**src/rtl/raster_pkg.sv**
```systemverilog
// Shared types for the raster scheduler slice.
//   MODEL_W       : model word width, matches rasterize model_in
//   PIXEL_W       : rasterizer pixel coordinate width
//   model_t       : one model word
//   sched_state_t : dispatch FSM states
package raster_pkg;

    localparam int unsigned MODEL_W = 55;
    localparam int unsigned PIXEL_W = 31;

    typedef logic [MODEL_W-1:0] model_t;

    typedef enum logic [1:0] {
        IDLE  = 2'd0,
        ISSUE = 2'd1,
        WAIT  = 2'd2
    } sched_state_t;

endpackage

```
**src/rtl/raster_scheduler_if.sv**
```systemverilog
// Producer and rasterizer handshake bundle for raster_scheduler.
//   req_valid/req_model/req_ready : per-requester model submission
//   frame_start                   : flush + clear statistics pulse
//   raster_valid/raster_model     : issue strobe and held model to rasterize
//   raster_done                   : rasterizer completion pulse
//   busy/timeout_err/tri_count    : status and per-frame statistics
// master = environment side, slave = scheduler side.
interface raster_scheduler_if
    import raster_pkg::*;
#(
    parameter int unsigned NUM_REQ = 4
);

    logic [NUM_REQ-1:0]         req_valid;
    logic [NUM_REQ*MODEL_W-1:0] req_model;
    logic [NUM_REQ-1:0]         req_ready;
    logic                       frame_start;
    logic                       raster_valid;
    model_t                     raster_model;
    logic                       raster_done;
    logic                       busy;
    logic                       timeout_err;
    logic [15:0]                tri_count;

    modport master (
        output req_valid, req_model, frame_start, raster_done,
        input  req_ready, raster_valid, raster_model, busy, timeout_err, tri_count
    );

    modport slave (
        input  req_valid, req_model, frame_start, raster_done,
        output req_ready, raster_valid, raster_model, busy, timeout_err, tri_count
    );

endinterface

```
**src/rtl/raster_scheduler_rr_arbiter.sv**
```systemverilog
// Combinational round-robin arbiter: first requester at or above pointer, with wrap.
//   req       : request vector
//   enable    : when low no grant is issued
//   pointer   : highest-priority index this cycle
//   grant     : one-hot grant (all zero when nothing granted)
//   grant_idx : index of the granted requester (0 when nothing granted)
module rr_arbiter #(
    parameter  int unsigned NUM_REQ = 4,
    localparam int unsigned IDX_W   = $clog2(NUM_REQ)
) (
    input  logic [NUM_REQ-1:0] req,
    input  logic               enable,
    input  logic [IDX_W-1:0]   pointer,
    output logic [NUM_REQ-1:0] grant,
    output logic [IDX_W-1:0]   grant_idx
);

    logic             found;
    logic [IDX_W-1:0] cur;

    // Scan NUM_REQ positions starting at pointer; first hit wins.
    always_comb begin
        grant     = '0;
        grant_idx = '0;
        found     = 1'b0;
        cur       = '0;
        for (int unsigned k = 0; k < NUM_REQ; k++) begin
            cur = IDX_W'((32'(pointer) + k) % NUM_REQ);
            if (enable && !found && req[cur]) begin
                found      = 1'b1;
                grant[cur] = 1'b1;
                grant_idx  = cur;
            end
        end
    end

endmodule

```
**src/rtl/raster_scheduler.sv**
```systemverilog
// Front-end controller for rasterize: round-robin intake into a small FIFO and
// a dispatch FSM that issues one model at a time, waiting for raster_done or a timeout.
//   clk, rst : clock and asynchronous active-high reset
//   bus      : raster_scheduler_if.slave (requesters, rasterizer, status)
module raster_scheduler
    import raster_pkg::*;
#(
    parameter int unsigned NUM_REQ     = 4,
    parameter int unsigned FIFO_DEPTH  = 4,
    parameter int unsigned TIMEOUT_CYC = 4096
) (
    input  logic               clk,
    input  logic               rst,
    raster_scheduler_if.slave  bus
);

    localparam int unsigned IDX_W = $clog2(NUM_REQ);
    localparam int unsigned PTR_W = $clog2(FIFO_DEPTH);
    localparam int unsigned CNT_W = $clog2(FIFO_DEPTH + 1);
    localparam int unsigned TMO_W = $clog2(TIMEOUT_CYC);

    sched_state_t     state, state_d;
    model_t           mem [FIFO_DEPTH];
    logic [PTR_W-1:0] wr_ptr, rd_ptr;
    logic [CNT_W-1:0] fifo_cnt;
    logic [IDX_W-1:0] rr_ptr;
    logic [NUM_REQ-1:0] grant;
    logic [IDX_W-1:0] grant_idx;
    logic [TMO_W-1:0] tmo_cnt;
    model_t           model_q;
    logic [15:0]      tri_q;
    logic             terr_q;
    logic             fifo_full, arb_en, push, pop, issue, tmo_inc, tmo_hit;
    model_t           push_data;

    assign fifo_full = (fifo_cnt == CNT_W'(FIFO_DEPTH));
    // Reset gating keeps req_ready low while rst is held.
    assign arb_en    = !rst && !fifo_full && !bus.frame_start;
    assign push      = |grant;
    assign push_data = bus.req_model[32'(grant_idx)*MODEL_W +: MODEL_W];

    rr_arbiter #(.NUM_REQ(NUM_REQ)) u_arb (
        .req       (bus.req_valid),
        .enable    (arb_en),
        .pointer   (rr_ptr),
        .grant     (grant),
        .grant_idx (grant_idx)
    );

    // Round-robin pointer moves past the winner on each transfer.
    always_ff @(posedge clk or posedge rst) begin
        if (rst)                  rr_ptr <= '0;
        else if (bus.frame_start) rr_ptr <= '0;
        else if (push)            rr_ptr <= (grant_idx == IDX_W'(NUM_REQ - 1)) ? '0 : grant_idx + IDX_W'(1);
    end

    // FIFO storage (data only, no reset needed).
    always_ff @(posedge clk) begin
        if (push) mem[wr_ptr] <= push_data;
    end

    // FIFO pointers and occupancy; power-of-2 depth wraps naturally.
    always_ff @(posedge clk or posedge rst) begin
        if (rst) begin
            wr_ptr   <= '0;
            rd_ptr   <= '0;
            fifo_cnt <= '0;
        end else if (bus.frame_start) begin
            wr_ptr   <= '0;
            rd_ptr   <= '0;
            fifo_cnt <= '0;
        end else begin
            if (push) wr_ptr <= wr_ptr + PTR_W'(1);
            if (pop)  rd_ptr <= rd_ptr + PTR_W'(1);
            case ({push, pop})
                2'b10:   fifo_cnt <= fifo_cnt + CNT_W'(1);
                2'b01:   fifo_cnt <= fifo_cnt - CNT_W'(1);
                default: fifo_cnt <= fifo_cnt;
            endcase
        end
    end

    // FSM state register.
    always_ff @(posedge clk or posedge rst) begin
        if (rst) state <= IDLE;
        else     state <= state_d;
    end

    // FSM next state and action strobes; frame_start overrides everything.
    always_comb begin
        state_d = state;
        pop     = 1'b0;
        issue   = 1'b0;
        tmo_inc = 1'b0;
        tmo_hit = 1'b0;
        case (state)
            IDLE: begin
                if (fifo_cnt != '0) begin
                    pop     = 1'b1;
                    state_d = ISSUE;
                end
            end
            ISSUE: begin
                issue   = 1'b1;
                state_d = WAIT;
            end
            WAIT: begin
                if (bus.raster_done) begin
                    state_d = IDLE;
                end else if (tmo_cnt == TMO_W'(TIMEOUT_CYC - 1)) begin
                    tmo_hit = 1'b1;
                    state_d = IDLE;
                end else begin
                    tmo_inc = 1'b1;
                end
            end
            default: state_d = IDLE;
        endcase
        if (bus.frame_start) begin
            state_d = IDLE;
            pop     = 1'b0;
            issue   = 1'b0;
            tmo_hit = 1'b0;
        end
    end

    // Datapath registers: issued model, wait counter, statistics.
    always_ff @(posedge clk or posedge rst) begin
        if (rst) begin
            model_q <= '0;
            tmo_cnt <= '0;
            tri_q   <= '0;
            terr_q  <= 1'b0;
        end else begin
            if (pop) model_q <= mem[rd_ptr];
            if (issue)        tmo_cnt <= '0;
            else if (tmo_inc) tmo_cnt <= tmo_cnt + TMO_W'(1);
            if (bus.frame_start)             tri_q <= '0;
            else if (issue && tri_q != 16'hFFFF) tri_q <= tri_q + 16'd1;
            if (bus.frame_start) terr_q <= 1'b0;
            else if (tmo_hit)    terr_q <= 1'b1;
        end
    end

    assign bus.req_ready    = grant;
    assign bus.raster_valid = (state == ISSUE);
    assign bus.raster_model = model_q;
    assign bus.busy         = (state != IDLE) || (fifo_cnt != '0);
    assign bus.timeout_err  = terr_q;
    assign bus.tri_count    = tri_q;

endmodule

```
**src/flat_wrapper.sv**
```systemverilog
// flat-port wrapper written by rule: the top's interface ports become plain ports
module raster_scheduler_flat import raster_pkg::*;
#(
    parameter int unsigned NUM_REQ     = 4,
    parameter int unsigned FIFO_DEPTH  = 4,
    parameter int unsigned TIMEOUT_CYC = 4096
)
  (clk, rst, bus_req_valid, bus_req_model, bus_frame_start, bus_raster_done, bus_req_ready, bus_raster_valid, bus_raster_model, bus_busy, bus_timeout_err, bus_tri_count);
  raster_scheduler_if #(.NUM_REQ(NUM_REQ)) bus_i ();
  input  logic clk;
  input  logic rst;
  input wire logic [$bits(bus_i.req_valid)-1:0] bus_req_valid;
  input wire logic [$bits(bus_i.req_model)-1:0] bus_req_model;
  input wire logic [$bits(bus_i.frame_start)-1:0] bus_frame_start;
  input wire logic [$bits(bus_i.raster_done)-1:0] bus_raster_done;
  output wire logic [$bits(bus_i.req_ready)-1:0] bus_req_ready;
  output wire logic [$bits(bus_i.raster_valid)-1:0] bus_raster_valid;
  output wire logic [$bits(bus_i.raster_model)-1:0] bus_raster_model;
  output wire logic [$bits(bus_i.busy)-1:0] bus_busy;
  output wire logic [$bits(bus_i.timeout_err)-1:0] bus_timeout_err;
  output wire logic [$bits(bus_i.tri_count)-1:0] bus_tri_count;
  assign bus_i.req_valid = bus_req_valid;
  assign bus_i.req_model = bus_req_model;
  assign bus_i.frame_start = bus_frame_start;
  assign bus_i.raster_done = bus_raster_done;
  assign bus_req_ready = bus_i.req_ready;
  assign bus_raster_valid = bus_i.raster_valid;
  assign bus_raster_model = bus_i.raster_model;
  assign bus_busy = bus_i.busy;
  assign bus_timeout_err = bus_i.timeout_err;
  assign bus_tri_count = bus_i.tri_count;
  raster_scheduler #(.NUM_REQ(NUM_REQ), .FIFO_DEPTH(FIFO_DEPTH), .TIMEOUT_CYC(TIMEOUT_CYC)) u_core (.clk(clk), .rst(rst), .bus(bus_i));
endmodule
```
**config.mk**
```make
export PLATFORM = sky130hd
export DESIGN_NAME = raster_scheduler_flat
export DESIGN_NICKNAME = d
export VERILOG_FILES = /design/src/rtl/raster_pkg.sv /design/src/rtl/raster_scheduler_if.sv /design/src/rtl/raster_scheduler_rr_arbiter.sv /design/src/rtl/raster_scheduler.sv /design/src/flat_wrapper.sv
export SDC_FILE = /design/constraint.sdc
export NUM_CORES = 1
export LEC_CHECK = 0
export ABC_CLOCK_PERIOD_IN_PS = 4600
export BUFFER_PORTS_ARGS = -buffer_cell sky130_fd_sc_hd__buf_2
export CAP_MARGIN = 5
export CORE_MARGIN = 1
export CORE_UTILIZATION = 28
export DETAILED_ROUTE_END_ITERATION = 7
export PLACE_DENSITY_LB_ADDON = 0.15
export SETUP_SLACK_MARGIN = 0.1
export SKIP_CTS_REPAIR_TIMING = 1
export SLEW_MARGIN = 10
export SYNTH_ARGS = -nofsm -noshare
export SYNTH_HDL_FRONTEND = slang
export SYNTH_HIERARCHICAL = 1
export SYNTH_SLANG_ARGS = --single-unit
```
**constraint.sdc**
```tcl
create_clock -name clk -period 4.6 [get_ports clk]
set_clock_uncertainty 0.2 [all_clocks]
set_input_delay 0.23 -clock clk [delete_from_list [all_inputs] [get_ports clk]]
set_output_delay 0.23 -clock clk [all_outputs]
set_load 0.02 [all_outputs]
```
# Word level (Yosys, flattened, before mapping)

Memory sizes are Yosys's and may differ from the RTL's. A register that Yosys moved wholly into a read port is not among the register bits.
Index checks and enable logic that the tools add are counted.

Register bits after elaboration: 40
Memory bits (writable): 220
Input bits: 228
Memories: 1

Memory list:

| name       | words | width | read ports | clocked after memory_dff | wr ports | line                   | RTL |
|---|---|---|---|---|---|---|---|
| u_core.mem | 4     | 55    | 1          | 1                        | 1        | raster_scheduler.sv:23 | `model_t mem [FIFO_DEPTH];` |

Add/subtract/negate cells: 10
Multipliers: 1
Order comparisons: 8
Equal/unequal tests: 10
Shift-type cells: 1
Mux-type cells: 61
Bitwise gates (word level): 3
Reductions and logical operators: 32

Operators with widths:

| cell                    | number |
|---|---|
| $shiftx A220 B9 Y55     | 1 |
| $mux W16                | 2 |
| $mux W2                 | 15 |
| $mux W1                 | 27 |
| $mux W12                | 2 |
| $add A16 B1 Y16 const B | 1 |
| $mux W4                 | 4 |
| $ne A16 B16 Y1 const B  | 1 |
| $logic_and A1 B1 Y1     | 14 |
| $add A12 B1 Y12 const B | 1 |
| $eq A12 B12 Y1 const B  | 1 |
| $lt A2 B3 Y1 const B    | 4 |
| $or A4 B4 Y4            | 3 |
| $reduce_bool A2 Y1      | 6 |
| $add A2 B1 Y2 const B   | 4 |
| $bmux W1 S2             | 4 |
| $demux W1 S2            | 4 |
| $ge A2 B1 Y1 const B    | 4 |
| $mul A2 B6 Y8 const B   | 1 |
| $eq A2 B2 Y1 const B    | 3 |
| $logic_not A1 Y1        | 6 |
| $pmux W2 S3             | 1 |
| $pmux W3 S2             | 1 |
| $reduce_bool A3 Y1      | 2 |
| 12 further kinds        | 14 |

# Logic depth before layout (Yosys ltp)

Gate-level depths: netlist (run 1).

Depth after elaboration: 22
Mapped depth: 15

# Modules after synthesis

Netlist (run 1), hierarchy kept.

By module, submodules not included:

| module           | instances | cells each | area each (sq um) | sequential area each (sq um) |
|---|---|---|---|---|
| raster_scheduler | 1         | 714        | 13490.4           | 8983.6 |
| rr_arbiter       | 1         | 71         | 636.9             | 0.0 |

# Least setup slack after synthesis (run 1)

OpenSTA, ideal clock, no wires.

Path type: register to register
Start point: register u_core.rr_ptr[0]
End point: memory u_core/mem[2][0] in the netlist's numbering (enable)
Setup time: 0.418 ns
Data arrival time: 4.301 ns
Required time: 3.982 ns
Path slack: -0.319 ns
Cell stages (with the launch flop): 12
Path buffers: 3
Period minus slack after synthesis: 4.919 ns
Path through: dfrtp_1 > buf_6 > inv_2 > ha_1 > buf_6 > mux2_2 > nor4_4 > o21ai_2 > o221ai_1 > or4_1 > clkbuf_1 > and2_1

Longest elaborated chain between the ends: 19
Elaborated cells between the ends (all ways): 54
Those cells by class: 3 x add/sub; 8 x order compare; 25 x mux; 3 x bitwise; 15 x reduce/logical

RTL lines:

| item                                                                  | line                              | RTL |
|---|---|---|
| from (decl)                                                           | raster_scheduler.sv:26            | `logic [IDX_W-1:0] rr_ptr;` |
| from (signal assigned)                                                | raster_scheduler.sv:54            | `else if (push) rr_ptr <= (grant_idx == IDX_W'(NUM_REQ - 1)) ? '0 : grant_idx + IDX_W'(1);` |
| parallel branches: the longest is 15 deep, another holds $lt A2 B3 Y1 | --                                |  |
| $mux W4 (*)                                                           | raster_scheduler_rr_arbiter.sv:29 | `if (enable && !found && req[cur]) begin` |
| named net bus_req_ready[1]                                            | flat_wrapper.sv:16                | `output wire logic [$bits(bus_i.req_ready)-1:0] bus_req_ready;` |
| $reduce_or A4 Y1 (*)                                                  | raster_scheduler.sv:39            | `assign push = \|grant;` |
| $mux W1 (*)                                                           | raster_scheduler.sv:59            | `if (push) mem[wr_ptr] <= push_data;` |
| $mux W1 (not written as such) (*)                                     | raster_scheduler.sv:59            |  |
| to (decl)                                                             | raster_scheduler.sv:23            |  |

Mark *: on every way through the listed nets, which the timed path passes. The select of a mux whose other input is x is not followed.

# Final worst setup path (run 1)

Start point: register u_core.rr_ptr[0]
End point: memory u_core/mem[1][37] in the netlist's numbering, data pin

Longest elaborated chain between the ends: 18
Elaborated cells between the ends (all ways): 30
Those cells by class: 3 x add/sub; 1 x mul; 1 x shift; 15 x mux; 10 x reduce/logical

RTL lines:

| item                              | line                              | RTL |
|---|---|---|
| $bmux W1 S2                       | raster_scheduler_rr_arbiter.sv:29 |  |
| $mux W1 (not written as such)     | raster_scheduler_rr_arbiter.sv:29 |  |
| $logic_and A1 B1 Y1               | raster_scheduler_rr_arbiter.sv:29 |  |
| $mux W1                           | raster_scheduler_rr_arbiter.sv:29 |  |
| $logic_not A1 Y1                  | raster_scheduler_rr_arbiter.sv:29 |  |
| $logic_and A1 B1 Y1 (2 in series) | raster_scheduler_rr_arbiter.sv:29 |  |
| $mux W1                           | raster_scheduler_rr_arbiter.sv:29 |  |
| $logic_not A1 Y1                  | raster_scheduler_rr_arbiter.sv:29 |  |
| $logic_and A1 B1 Y1 (2 in series) | raster_scheduler_rr_arbiter.sv:29 |  |
| $mux W1                           | raster_scheduler_rr_arbiter.sv:29 |  |
| $logic_not A1 Y1                  | raster_scheduler_rr_arbiter.sv:29 |  |
| $logic_and A1 B1 Y1 (2 in series) | raster_scheduler_rr_arbiter.sv:29 |  |
| $mux W2 (*)                       | raster_scheduler_rr_arbiter.sv:29 |  |
| named net u_core.grant_idx[0]     | raster_scheduler.sv:28            | `logic [IDX_W-1:0] grant_idx;` |
| $mul A2 B6 Y8 (*)                 | raster_scheduler.sv:40            | `assign push_data = bus.req_model[32'(grant_idx)*MODEL_W +: MODEL_W];` |
| $shiftx A220 B9 Y55 (*)           | raster_scheduler.sv:40            |  |
| named net u_core.push_data[37]    | raster_scheduler.sv:34            | `model_t push_data;` |

Mark *: on every way through the listed nets, which the timed path passes. The rest lies on a longest branch. The select of a mux whose other input is x is not followed.

==> key figures, run 1 <==
Drt
  – Pre-Repair DR Iteration Count: 4
  – Wire length on met1: 15000 um
  – DR WL met2: 17900 um
  – Iteration-0 DRC count of the detailed router: 355
  – Final Routed Wirelength: ~35000 um
  – Average wire length per cell after detail routing: 18.7 um
  – DRC Markers: 0
  – Number of vias per cell after detailed routing: 4.67
  – Highest layer used for signal routing: met4
  – Met3 layer wire length in the routed design: 1600 um
  – Post-DRT Antenna Nets: 0
  – DR vias: approximately 8800

Placed design
  – Pre-CTS setup slack: 0.582 ns
  – Placer congestion estimate: 0.754
  – # port buffers: 305
  – Placed instance area: 16600 um2
  – Half-perimeter wire length after placement: 22300 um

Timing
  – Hold Fails Final Rpt: 8
  – Minimum clock period after layout: 4.25 ns
  – F_max: roughly 240 MHz
  – Final worst-path setup slack: about 0.35 ns
  – Max-slew violation count: 0
  – Post-route fraction of the period consumed by the critical path: 0.925
  – Slew at the pin with the worst max-slew slack: approximately 1.1 ns
  – Total negative slack: 0 ns
  – Unrepaired setup endpoints after global routing: false
  – Final setup fails: 0
  – Final Hold Slack: -0.00405 ns
  – Tightest slew margin relative to the limit: 0.291

Clock network
  – Buffer depth of the longest clock path: 3
  – Clock transition at the registers of the reported paths: 0.06 ns
  – CTS tree: yes
  – TritonCTS buffer count: 35
  – Clock sink count: 315
  – H-tree Lvls: 2
  – Worst-Skew Late Latency: 0.53 ns
  – Root Driver: sky130_fd_sc_hd__clkbuf_16

Final layout
  – Area grow syn2layout: 31.8%
  – Fin area: roughly 19000 um2
  – Top library cells by usage in the layout, fill and taps aside: sky130_fd_sc_hd__buf_2, sky130_fd_sc_hd__edfxtp_1, sky130_fd_sc_hd__mux4_2, sky130_fd_sc_hd__dlygate4sd3_1, sky130_fd_sc_hd__dfrtp_1
  – Commonest non-fill, non-tap cell in the layout: sky130_fd_sc_hd__buf_2
  – Share of layout cells above drive strength 1: 0.471
  – Fin nets: 1443

Floorplan
  – Number of primary I/O pins: about 300
  – Die width: approximately 230 um
  – Initial core utilization: 0.286
  – Die height: 227 um
  – Count of standard-cell rows: 81
  – Placeable Area: 49400 um2
  – Die area: slightly above 50000 um2

Global route
  – Wire length of the first global-routing pass: roughly 53000 um
  – Global-route usage over all layers: 0.137
  – Vias in the first global route: 8745
  – Antenna violations before repair: 2
  – Grt total ovfl: 0
  – Maximum number of pins on one net before global-route repair: 73

Power and ir drop
  – Power density of the placed cells: 532 nW/um2
  – Static power due to leakage: 6.82 nW
  – Overall power: 9.90 mW
  – Maximum resistive drop on vdd: 0.262 mV

Yosys
  – Flop and latch count out of synthesis: 315
  – Yosys synthesis warning count: 6
  – Dominant register cell in the synthesized netlist: sky130_fd_sc_hd__edfxtp_1
  – Number of enable flip-flop cells after synthesis: 220
  – Mapped Nets: ~1000
  – Number of distinct library cells after synthesis: 62
  – Post-synthesis area per instance: 18.0 um2
  – Gate count of the mapped netlist: 785
  – Part of the Yosys area used for sequential elements: 0.636
  – FFs w/ async S/R, synth: 0.302
  – Syn Std Cell Area: 14100 um2

Critical path
  – Crit-path max FO: 19
  – Buffer and inverter count on the worst path: 3
  – Crit path max-delay family: multiplexers
  – Highest-delay cell along the critical path: sky130_fd_sc_hd__dlygate4sd3_1
  – Kind of end point of the critical path: flip-flop
  – Arrival time worst endpoint: 4.31 ns
  – Slowest cell delay on critical path: between 0.6 and 0.7 ns
  – Most common cell type on the critical path: sky130_fd_sc_hd__mux4_2
  – Classification of the worst setup path: flip-flop to flip-flop
  – Cell chain of the critical path: inv_2 > ha_1 > mux4_2 > nor2b_1 > o21ai_0 > a21oi_4 > buf_12 > mux4_2 > dlygate4sd3_1
  – Data required time of the worst path: 4.65 ns
  – Crit path launch type: flip-flop

Flow run
  – Count of maximum capacitance violations: 0

Status
  – Result of the run: finished, violations left
  – Violations in the final reports: hold timing

Hold path
  – Class of the tightest hold or removal check: input port to flip-flop
-- area by class of cell --
class	count	area, um2
fill	4631	30700
sequential	315	8990
multi-input combinational	412	4930
timing repair buffer	420	2690
clock buffer	43	946
tap	664	831
clock inverter	20	169
inverter	15	58.8
antenna	2	5.00
-- power breakdown --
group	switching [mW]	internal (mW)	leakage, nW
logic	1.58	1.52	3.09
clock network	1.10	1.58	0.545
registers	0.366	3.75	3.19
total	3.05	6.85	6.82
-- worst reg2reg max path: cells and delay by family (launching register included) --
| kind | cells | cell delay, ns |
|---|---|---|
| flops | 1 | 0.36 |
| mux | 2 | 1.05 |
| buf+inv | 3 | 1.02 |
| fa+ha+maj | 1 | 0.52 |
| simple gates | 1 | 0.14 |
| compound gates | 2 | 0.71 |
-- routing by layer --
metal,vias up,GRT usage
met5,-,0
met4,0,0.0475
met3,51,0.0257
met2,240,0.234
met1,4484,0.172
li1,4057,-
-- per-stage QoR --
step	utilization	instances
after detailed placement	0.335	1732
after global placement	0.335	1732
final	0.377	1891
after floorplan	-	785
after CTS	0.358	1795
after global routing	0.377	1891
-- flip-flops by register name, indices dropped and copies added, names as in the netlist --
| signal | flops |
|---|---|
| u_core/bus.raster_model | 55 |
| u_core/bus.timeout_err | 1 |
| u_core/bus.tri_count | 16 |
| u_core/fifo_cnt | 3 |
| u_core/mem | 220 |
| u_core/rd_ptr | 2 |
| u_core/rr_ptr | 2 |
| u_core/state | 2 |
| u_core/tmo_cnt | 12 |
| u_core/wr_ptr | 2 |
-- kinds of logic (layout without fill, tap and decap cells) --
kind of cell,count (synthesis),count (layout),share of synthesized area
muxes,182,182,0.236
and+or+nand+nor,133,133,0.0537
adders and majority gates,16,16,0.0147
AOI/OAI and AO/OA,78,78,0.0399
xor gates and xnor gates,3,3,0.00186
other,0,2,0
buffers and inverters,58,498,0.0182
DFF,315,315,0.636
-- synthesized netlist by cell type (6+ instances only) --
cell type | count | share of area
sky130_fd_sc_hd__a21oi_1 | 20 | 0.0071
sky130_fd_sc_hd__buf_2 | 14 | 0.0050
sky130_fd_sc_hd__clkbuf_1 | 22 | 0.0058
sky130_fd_sc_hd__dfrtp_1 | 95 | 0.17
sky130_fd_sc_hd__edfxtp_1 | 220 | 0.47
sky130_fd_sc_hd__ha_1 | 15 | 0.013
sky130_fd_sc_hd__inv_1 | 14 | 0.0037
sky130_fd_sc_hd__mux2_2 | 61 | 0.049
sky130_fd_sc_hd__mux2i_1 | 6 | 0.0043
sky130_fd_sc_hd__mux4_2 | 114 | 0.18
sky130_fd_sc_hd__nand2_1 | 39 | 0.010
sky130_fd_sc_hd__nand3_1 | 12 | 0.0043
sky130_fd_sc_hd__nand4_1 | 6 | 0.0027
sky130_fd_sc_hd__nor2_1 | 17 | 0.0045
sky130_fd_sc_hd__nor3_1 | 6 | 0.0021
sky130_fd_sc_hd__nor4_1 | 6 | 0.0027
sky130_fd_sc_hd__o211ai_1 | 7 | 0.0037
sky130_fd_sc_hd__o21ai_0 | 10 | 0.0035
sky130_fd_sc_hd__o31ai_1 | 8 | 0.0043
sky130_fd_sc_hd__or3_1 | 6 | 0.0027
sky130_fd_sc_hd__or4_1 | 8 | 0.0043
-- path summary, 6_finish.rpt --
kind,startpoint,endpoint,slack (ns),cells past startpoint
max reg2reg,u_core/rr_ptr[0],u_core/mem[1][37],0.35,9
min in group asynchronous,rst,u_core/bus.tri_count[8],0.35,3
min,bus_req_model[49],u_core/mem[0][49],-0.004,2
max in group asynchronous,rst,u_core/state[1],2.83,4
min reg2reg,u_core/tmo_cnt[4],u_core/tmo_cnt[4],0.28,1
max,u_core/rr_ptr[0],u_core/mem[1][37],0.35,9
(Power assumes the default switching activity.)
==> run 2: changes to the inputs <==
- PLACE_DENSITY_LB_ADDON: 0.15 -> 0.08
==> key figures, run 2 (synthesized netlist as in run 1, its figures left out) <==
Timing
  – Hold Fails Final Rpt: 0 (was 8)
  – Final setup fails: 0 (unchanged)
  – Total negative slack: 0 ns (unchanged)
  – F_max: 235 MHz (about the same)
  – Final Hold Slack: 0.00371 ns (was -0.00405 ns)
  – Slew at the pin with the worst max-slew slack: 1.03 ns (was 1.06 ns)
  – Tightest slew margin relative to the limit: 0.311 (was 0.291)
  – Post-route fraction of the period consumed by the critical path: 0.923 (was 0.925)
  – Max-slew violation count: 0 (unchanged)
  – Unrepaired setup endpoints after global routing: false (unchanged)
  – Minimum clock period after layout: 4.25 ns (about the same)

Global route
  – Wire length of the first global-routing pass: 54200 um (was 52600 um)
  – Global-route usage over all layers: 0.142 (was 0.137)
  – Maximum number of pins on one net before global-route repair: 57 (was 73)
  – Grt total ovfl: 0 (unchanged)
  – Vias in the first global route: 8786 (was 8745)
  – Antenna violations before repair: 0 (was 2)

Power and ir drop
  – Maximum resistive drop on vdd: 0.267 mV (was 0.262 mV)
  – Static power due to leakage: 7.30 nW (was 6.82 nW)
  – Power density of the placed cells: 507 nW/um2 (was 532 nW/um2)

Critical path
  – Timing endpoint of the critical path: u_core/mem[3][16] (was u_core/mem[1][37])
  – Slowest cell delay on critical path: 0.62 ns (was 0.64 ns)
  – Data required time of the worst path: 4.69 ns (was 4.65 ns)
  – Cell depth of the worst setup path: 10 (was 9)
  – Critical Path Source: u_core/rr_ptr[1] (was u_core/rr_ptr[0])
  – Kind of end point of the critical path: flip-flop (unchanged)
  – Classification of the worst setup path: flip-flop to flip-flop (unchanged)
  – Cell chain of the critical path: inv_1 > ha_1 > buf_4 > mux4_2 > nor2b_1 > o21ai_0 > a21oi_4 > buf_4 > mux4_2 > dlygate4sd3_1 (was inv_2 > ha_1 > mux4_2 > nor2b_1 > o21ai_0 > a21oi_4 > buf_12 > mux4_2 > dlygate4sd3_1)
  – Arrival time worst endpoint: 4.33 ns (was 4.31 ns)
  – Crit path launch type: flip-flop (unchanged)
  – Critical R2R Capture: u_core/mem[3][16] (was u_core/mem[1][37])
  – Buffer and inverter count on the worst path: 4 (was 3)
  – Worst reg2reg path startpoint: u_core/rr_ptr[1] (was u_core/rr_ptr[0])
  – Crit path max-delay family: buffers and inverters (was multiplexers)
  – Crit-path max FO: 9 (was 19)
  – Worst Reg2Reg Path Length in Cells: 10 (was 9)
  – Highest-delay cell along the critical path: sky130_fd_sc_hd__a21oi_4 (was sky130_fd_sc_hd__dlygate4sd3_1)
  – Register-to-Register Setup Slack: 0.35 ns (about the same)

Hold path
  – Class of the tightest hold or removal check: input port to flip-flop (unchanged)
  – Hold Startpoint: bus_req_model[187] (was bus_req_model[49])

Floorplan
  – Die height: 227 um (unchanged)
  – Die width: 227 um (unchanged)
  – Placeable Area: 49400 um2 (unchanged)
  – Die area: 51400 um2 (unchanged)
  – Number of primary I/O pins: 306 (unchanged)
  – Initial core utilization: 0.286 (unchanged)
  – Count of standard-cell rows: 81 (unchanged)

Clock network
  – Root Driver: sky130_fd_sc_hd__clkbuf_16 (unchanged)
  – Buffer depth of the longest clock path: 3 (unchanged)
  – Clock sink count: 315 (unchanged)
  – CTS tree: yes (unchanged)
  – H-tree Lvls: 2 (unchanged)
  – TritonCTS buffer count: 36 (was 35)
  – Worst-Skew Late Latency: 0.55 ns (was 0.53 ns)
  – Clock transition at the registers of the reported paths: 0.06 ns (about the same)

Drt
  – Average wire length per cell after detail routing: 19.4 um (was 18.7 um)
  – Pre-Repair DR Iteration Count: 4 (unchanged)
  – Final Routed Wirelength: 38700 um (was 35400 um)
  – DRC Markers: 0 (unchanged)
  – DR vias: 9385 (was 8832)
  – Number of vias per cell after detailed routing: 4.70 (was 4.67)
  – Post-DRT Antenna Nets: 0 (unchanged)
  – Iteration-0 DRC count of the detailed router: 570 (was 355)

Final layout
  – Commonest non-fill, non-tap cell in the layout: sky130_fd_sc_hd__buf_2 (unchanged)
  – Area grow syn2layout: 39.7% (was 31.8%)
  – Share of layout cells above drive strength 1: 0.432 (was 0.471)
  – Count of fill cells added during filler insertion: 4574 (was 4631)
  – Top library cells by usage in the layout, fill and taps aside: sky130_fd_sc_hd__buf_2, sky130_fd_sc_hd__edfxtp_1, sky130_fd_sc_hd__dlygate4sd3_1, sky130_fd_sc_hd__mux4_2, sky130_fd_sc_hd__dfrtp_1 (was sky130_fd_sc_hd__buf_2, sky130_fd_sc_hd__edfxtp_1, sky130_fd_sc_hd__mux4_2, sky130_fd_sc_hd__dlygate4sd3_1, sky130_fd_sc_hd__dfrtp_1)
  – Fin nets: 1550 (was 1443)
  – Sequential cell area: 8990 um2 (unchanged)
  – Flip-flop count of the largest register after layout: 220 (unchanged)
  – N_diodes: 0 (was 2)
  – Most flop-heavy register: u_core/mem (unchanged)
  – Multi-input combinational cell area: 4930 um2 (unchanged)

Placed design
  – Half-perimeter wire length after placement: 23300 um (was 22300 um)
  – # port buffers: 305 (unchanged)
  – Placer congestion estimate: 0.761 (was 0.754)

Flow run
  – Count of maximum capacitance violations: 0 (unchanged)

Status
  – Result of the run: completed (was finished, violations left)
run 2: layout make-up:
cell class / count / area share
flip-flops and latches: 315 / 0.455
multi-input cells: 412 / 0.250
clock inverters: 23 / 0.00919
inverters: 15 / 0.00298
clock buffers: 43 / 0.0486
well taps: 664 / 0.0421
repair buffers: 526 / 0.192
run 2: worst min-delay path by stage:
stage,slack (ns),cells past startpoint,endpoint
after floorplan,0.22,2,u_core/tmo_cnt[9]
after global placement,0.20,2,u_core/fifo_cnt[2]
after detailed placement,0.20,2,u_core/fifo_cnt[2]
after CTS,-0.40,2,u_core/bus.raster_model[40]
after global routing,0.003,2,u_core/mem[2][20]
final,0.004,2,u_core/mem[2][22]
run 2: power by group:
group / internal [mW] / leakage [nW] / total (mW) / switching, mW
Clock: 1.61 / 0.557 / 2.79 / 1.18
Sequential: 3.75 / 3.19 / 4.07 / 0.321
Combinational: 1.51 / 3.55 / 3.15 / 1.64
run 2: layer usage:
| layer | share of wire | GRT usage | wire length, um |
|---|---|---|---|
| met5 | 0 | 0 | 0 |
| met4 | 0.023 | 0.0429 | 875 |
| met3 | 0.051 | 0.0281 | 1960 |
| met2 | 0.49 | 0.232 | 19100 |
| met1 | 0.43 | 0.189 | 16800 |
run 2: through the flow:
step	cells	instance area (um2)	utilization	worst slack, ns	power (mW)
after floorplan	785	14100	-	0.264	6.08
after global placement	1735	16600	0.337	0.552	7.22
after detailed placement	1735	16600	0.337	0.511	7.22
after CTS	1801	17800	0.360	0.488	10.1
after global routing	1998	19700	0.400	0.130	10.6
final	1998	19700	0.400	0.353	10.0
==> run 3: changes to the inputs <==
- CORE_UTILIZATION: 28 -> 49
==> key figures, run 3 (synthesized netlist as in run 1, its figures left out) <==
Power and ir drop
  – Part of the power in combinational logic: 0.308 (was 0.315)
  – Internal power consumption: 6.88 mW (about the same)
  – Power density of the placed cells: 535 nW/um2 (was 507 nW/um2)
  – Portion of total power attributed to the clock network: 0.275 (was 0.279)
  – Net Switching: 2.94 mW (was 3.14 mW)
  – Static power due to leakage: 6.88 nW (was 7.30 nW)
  – Share of power burned in registers: 0.417 (was 0.407)
  – Maximum resistive drop on vdd: 0.279 mV (was 0.267 mV)
  – Switch share: 0.299 (was 0.313)
  – Overall power: 9.82 mW (was 10.0 mW)

Critical path
  – Worst Reg2Reg Path Length in Cells: 10 (unchanged)
  – Crit path launch type: flip-flop (unchanged)
  – Critical R2R Capture: u_core/mem[0][43] (was u_core/mem[3][16])
  – Classification of the worst setup path: flip-flop to flip-flop (unchanged)
  – Crit-path max FO: 20 (was 9)
  – Register-to-Register Setup Slack: 0.30 ns (was 0.35 ns)
  – Data required time of the worst path: 4.63 ns (was 4.69 ns)
  – Worst reg2reg path startpoint: u_core/rr_ptr[0] (was u_core/rr_ptr[1])
  – Kind of end point of the critical path: flip-flop (unchanged)
  – Arrival time worst endpoint: 4.33 ns (about the same)

Floorplan
  – Die width: 172 um (was 227 um)
  – Initial core utilization: 0.503 (was 0.286)
  – Number of primary I/O pins: 306 (unchanged)
  – Die height: 172 um (was 227 um)
  – Die area: 29500 um2 (was 51400 um2)
  – Placeable Area: 28100 um2 (was 49400 um2)
  – Count of standard-cell rows: 61 (was 81)

Final layout
  – Top library cells by usage in the layout, fill and taps aside: sky130_fd_sc_hd__buf_2, sky130_fd_sc_hd__edfxtp_1, sky130_fd_sc_hd__mux4_2, sky130_fd_sc_hd__dlygate4sd3_1, sky130_fd_sc_hd__dfrtp_1 (was sky130_fd_sc_hd__buf_2, sky130_fd_sc_hd__edfxtp_1, sky130_fd_sc_hd__dlygate4sd3_1, sky130_fd_sc_hd__mux4_2, sky130_fd_sc_hd__dfrtp_1)
  – Flip-flop count of the largest register after layout: 220 (unchanged)
  – N_diodes: 0 (unchanged)
  – Sequential cell area: 8990 um2 (about the same)
  – Multi-input combinational cell area: 4920 um2 (was 4930 um2)
  – Commonest non-fill, non-tap cell in the layout: sky130_fd_sc_hd__buf_2 (unchanged)
  – Most flop-heavy register: u_core/mem (unchanged)
  – Fin nets: 1452 (was 1550)
  – Area grow syn2layout: 30.0% (was 39.7%)
  – Share of layout cells above drive strength 1: 0.470 (was 0.432)
  – Count of fill cells added during filler insertion: 2016 (was 4574)
  – Fin area: 18400 um2 (was 19700 um2)

Placed design
  – Placed instance area: 16300 um2 (was 16600 um2)
  – Half-perimeter wire length after placement: 19900 um (was 23300 um)
  – Pre-CTS setup slack: 0.749 ns (was 0.511 ns)
  – Placer congestion estimate: 0.802 (was 0.761)
  – # port buffers: 305 (unchanged)

Drt
  – DRC Markers: 0 (unchanged)
  – Pre-Repair DR Iteration Count: 4 (unchanged)
  – Post-DRT Antenna Nets: 0 (unchanged)
  – Final Routed Wirelength: 31700 um (was 38700 um)
  – DR vias: 8986 (was 9385)
  – Number of vias per cell after detailed routing: 5.57 (was 4.70)
  – Average wire length per cell after detail routing: 19.7 um (was 19.4 um)
  – Iteration-0 DRC count of the detailed router: 606 (was 570)

Timing
  – F_max: 232 MHz (was 235 MHz)
  – Slew at the pin with the worst max-slew slack: 0.914 ns (was 1.03 ns)
  – Minimum clock period after layout: 4.30 ns (was 4.25 ns)
  – Final Hold Slack: -0.00309 ns (was 0.00371 ns)
  – Unrepaired setup endpoints after global routing: false (unchanged)
  – Final setup fails: 0 (unchanged)
  – Max-slew violation count: 0 (unchanged)
  – Total negative slack: 0 ns (unchanged)
  – Final worst-path setup slack: 0.298 ns (was 0.353 ns)
  – Hold Fails Final Rpt: 3 (was 0)
  – Post-route fraction of the period consumed by the critical path: 0.935 (was 0.923)
  – Tightest slew margin relative to the limit: 0.385 (was 0.311)

Clock network
  – TritonCTS buffer count: 35 (was 36)
  – H-tree Lvls: 2 (unchanged)
  – Clock sink count: 315 (unchanged)
  – Clock transition at the registers of the reported paths: 0.06 ns (about the same)
  – Root Driver: sky130_fd_sc_hd__clkbuf_16 (unchanged)
  – Buffer depth of the longest clock path: 3 (unchanged)
  – Worst-Skew Late Latency: 0.49 ns (was 0.55 ns)
  – CTS tree: yes (unchanged)

Status
  – Violations in the final reports: hold timing
  – Result of the run: finished, violations left (was completed)

Global route
  – Wire length of the first global-routing pass: 47400 um (was 54200 um)
  – Global-route usage over all layers: 0.213 (was 0.142)
  – Vias in the first global route: 8624 (was 8786)
  – Grt total ovfl: 0 (unchanged)
  – Maximum number of pins on one net before global-route repair: 62 (was 57)
  – Antenna violations before repair: 0 (unchanged)

Hold path
  – Worst Hold Path EP: u_core/mem[2][3] (was u_core/mem[2][22])
  – Class of the tightest hold or removal check: input port to flip-flop (unchanged)
  – Hold Startpoint: bus_req_model[113] (was bus_req_model[187])
  – Worst hold path depth: 2 (unchanged)

Flow run
  – Count of maximum capacitance violations: 0 (unchanged)
==> run 3: stage by stage <==
step / utilization / hold slack (ns) / std cells
2_1_floorplan: - / 0.223 / 785
3_3_place_gp: 0.580 / 0.267 / 1455
3_5_place_dp: 0.580 / 0.268 / 1455
4_1_cts: 0.620 / -0.236 / 1518
5_1_grt: 0.654 / -0.00713 / 1612
6_report: 0.654 / -0.00309 / 1612
==> run 3: final cells by class <==
| type | count | share of cell area |
|---|---|---|
| clock buffers | 47 | 0.0530 |
| clock inverters | 16 | 0.00825 |
| inverters | 15 | 0.00320 |
| multi-input cells | 412 | 0.268 |
| flip-flops and latches | 315 | 0.490 |
| well taps | 378 | 0.0258 |
| repair buffers | 429 | 0.152 |
==> run 3: worst max path at each step <==
stage | from | endpoint | slack [ns]
final | u_core/rr_ptr[0] | u_core/mem[0][43] | 0.30
after CTS | u_core/rr_ptr[0] | u_core/fifo_cnt[2] | 0.73
after global placement | u_core/rr_ptr[0] | u_core/fifo_cnt[2] | 0.79
after global routing | u_core/rr_ptr[0] | u_core/mem[3][46] | 0.10
after detailed placement | u_core/rr_ptr[0] | u_core/fifo_cnt[2] | 0.75
after floorplan | u_core/rr_ptr[0] | u_core/fifo_cnt[2] | 0.26
==> run 3: power by group through the flow <==
stage | clock [mW] | sequential (mW) | combinational [mW]
finish | 2.70 | 4.10 | 3.02
global route | 2.88 | 4.18 | 3.27
CTS | 2.77 | 4.11 | 2.96
detailed placement | 0 | 4.16 | 2.95
global placement | 0 | 4.15 | 2.92
floorplan | 0 | 4.31 | 1.77
==> run 3: critical path: stages (launching register included) <==
cell	delay, ns
sky130_fd_sc_hd__dfrtp_1	0.35
sky130_fd_sc_hd__inv_2	0.08
sky130_fd_sc_hd__ha_1	0.48
sky130_fd_sc_hd__buf_4	0.20
sky130_fd_sc_hd__mux4_2	0.40
sky130_fd_sc_hd__nor2b_1	0.14
sky130_fd_sc_hd__o21ai_0	0.14
sky130_fd_sc_hd__a21oi_4	0.59
sky130_fd_sc_hd__buf_12	0.28
sky130_fd_sc_hd__mux4_2	0.53
sky130_fd_sc_hd__dlygate4sd3_1	0.62
==> run 3: routing by layer <==
layer  track usage  vias up  wire length, um
met5             0        -                0
met2         0.358      299            16400
met3        0.0373       38             1760
li1              -     4077                -
met4        0.0523        0              460
met1         0.290     4572            13100
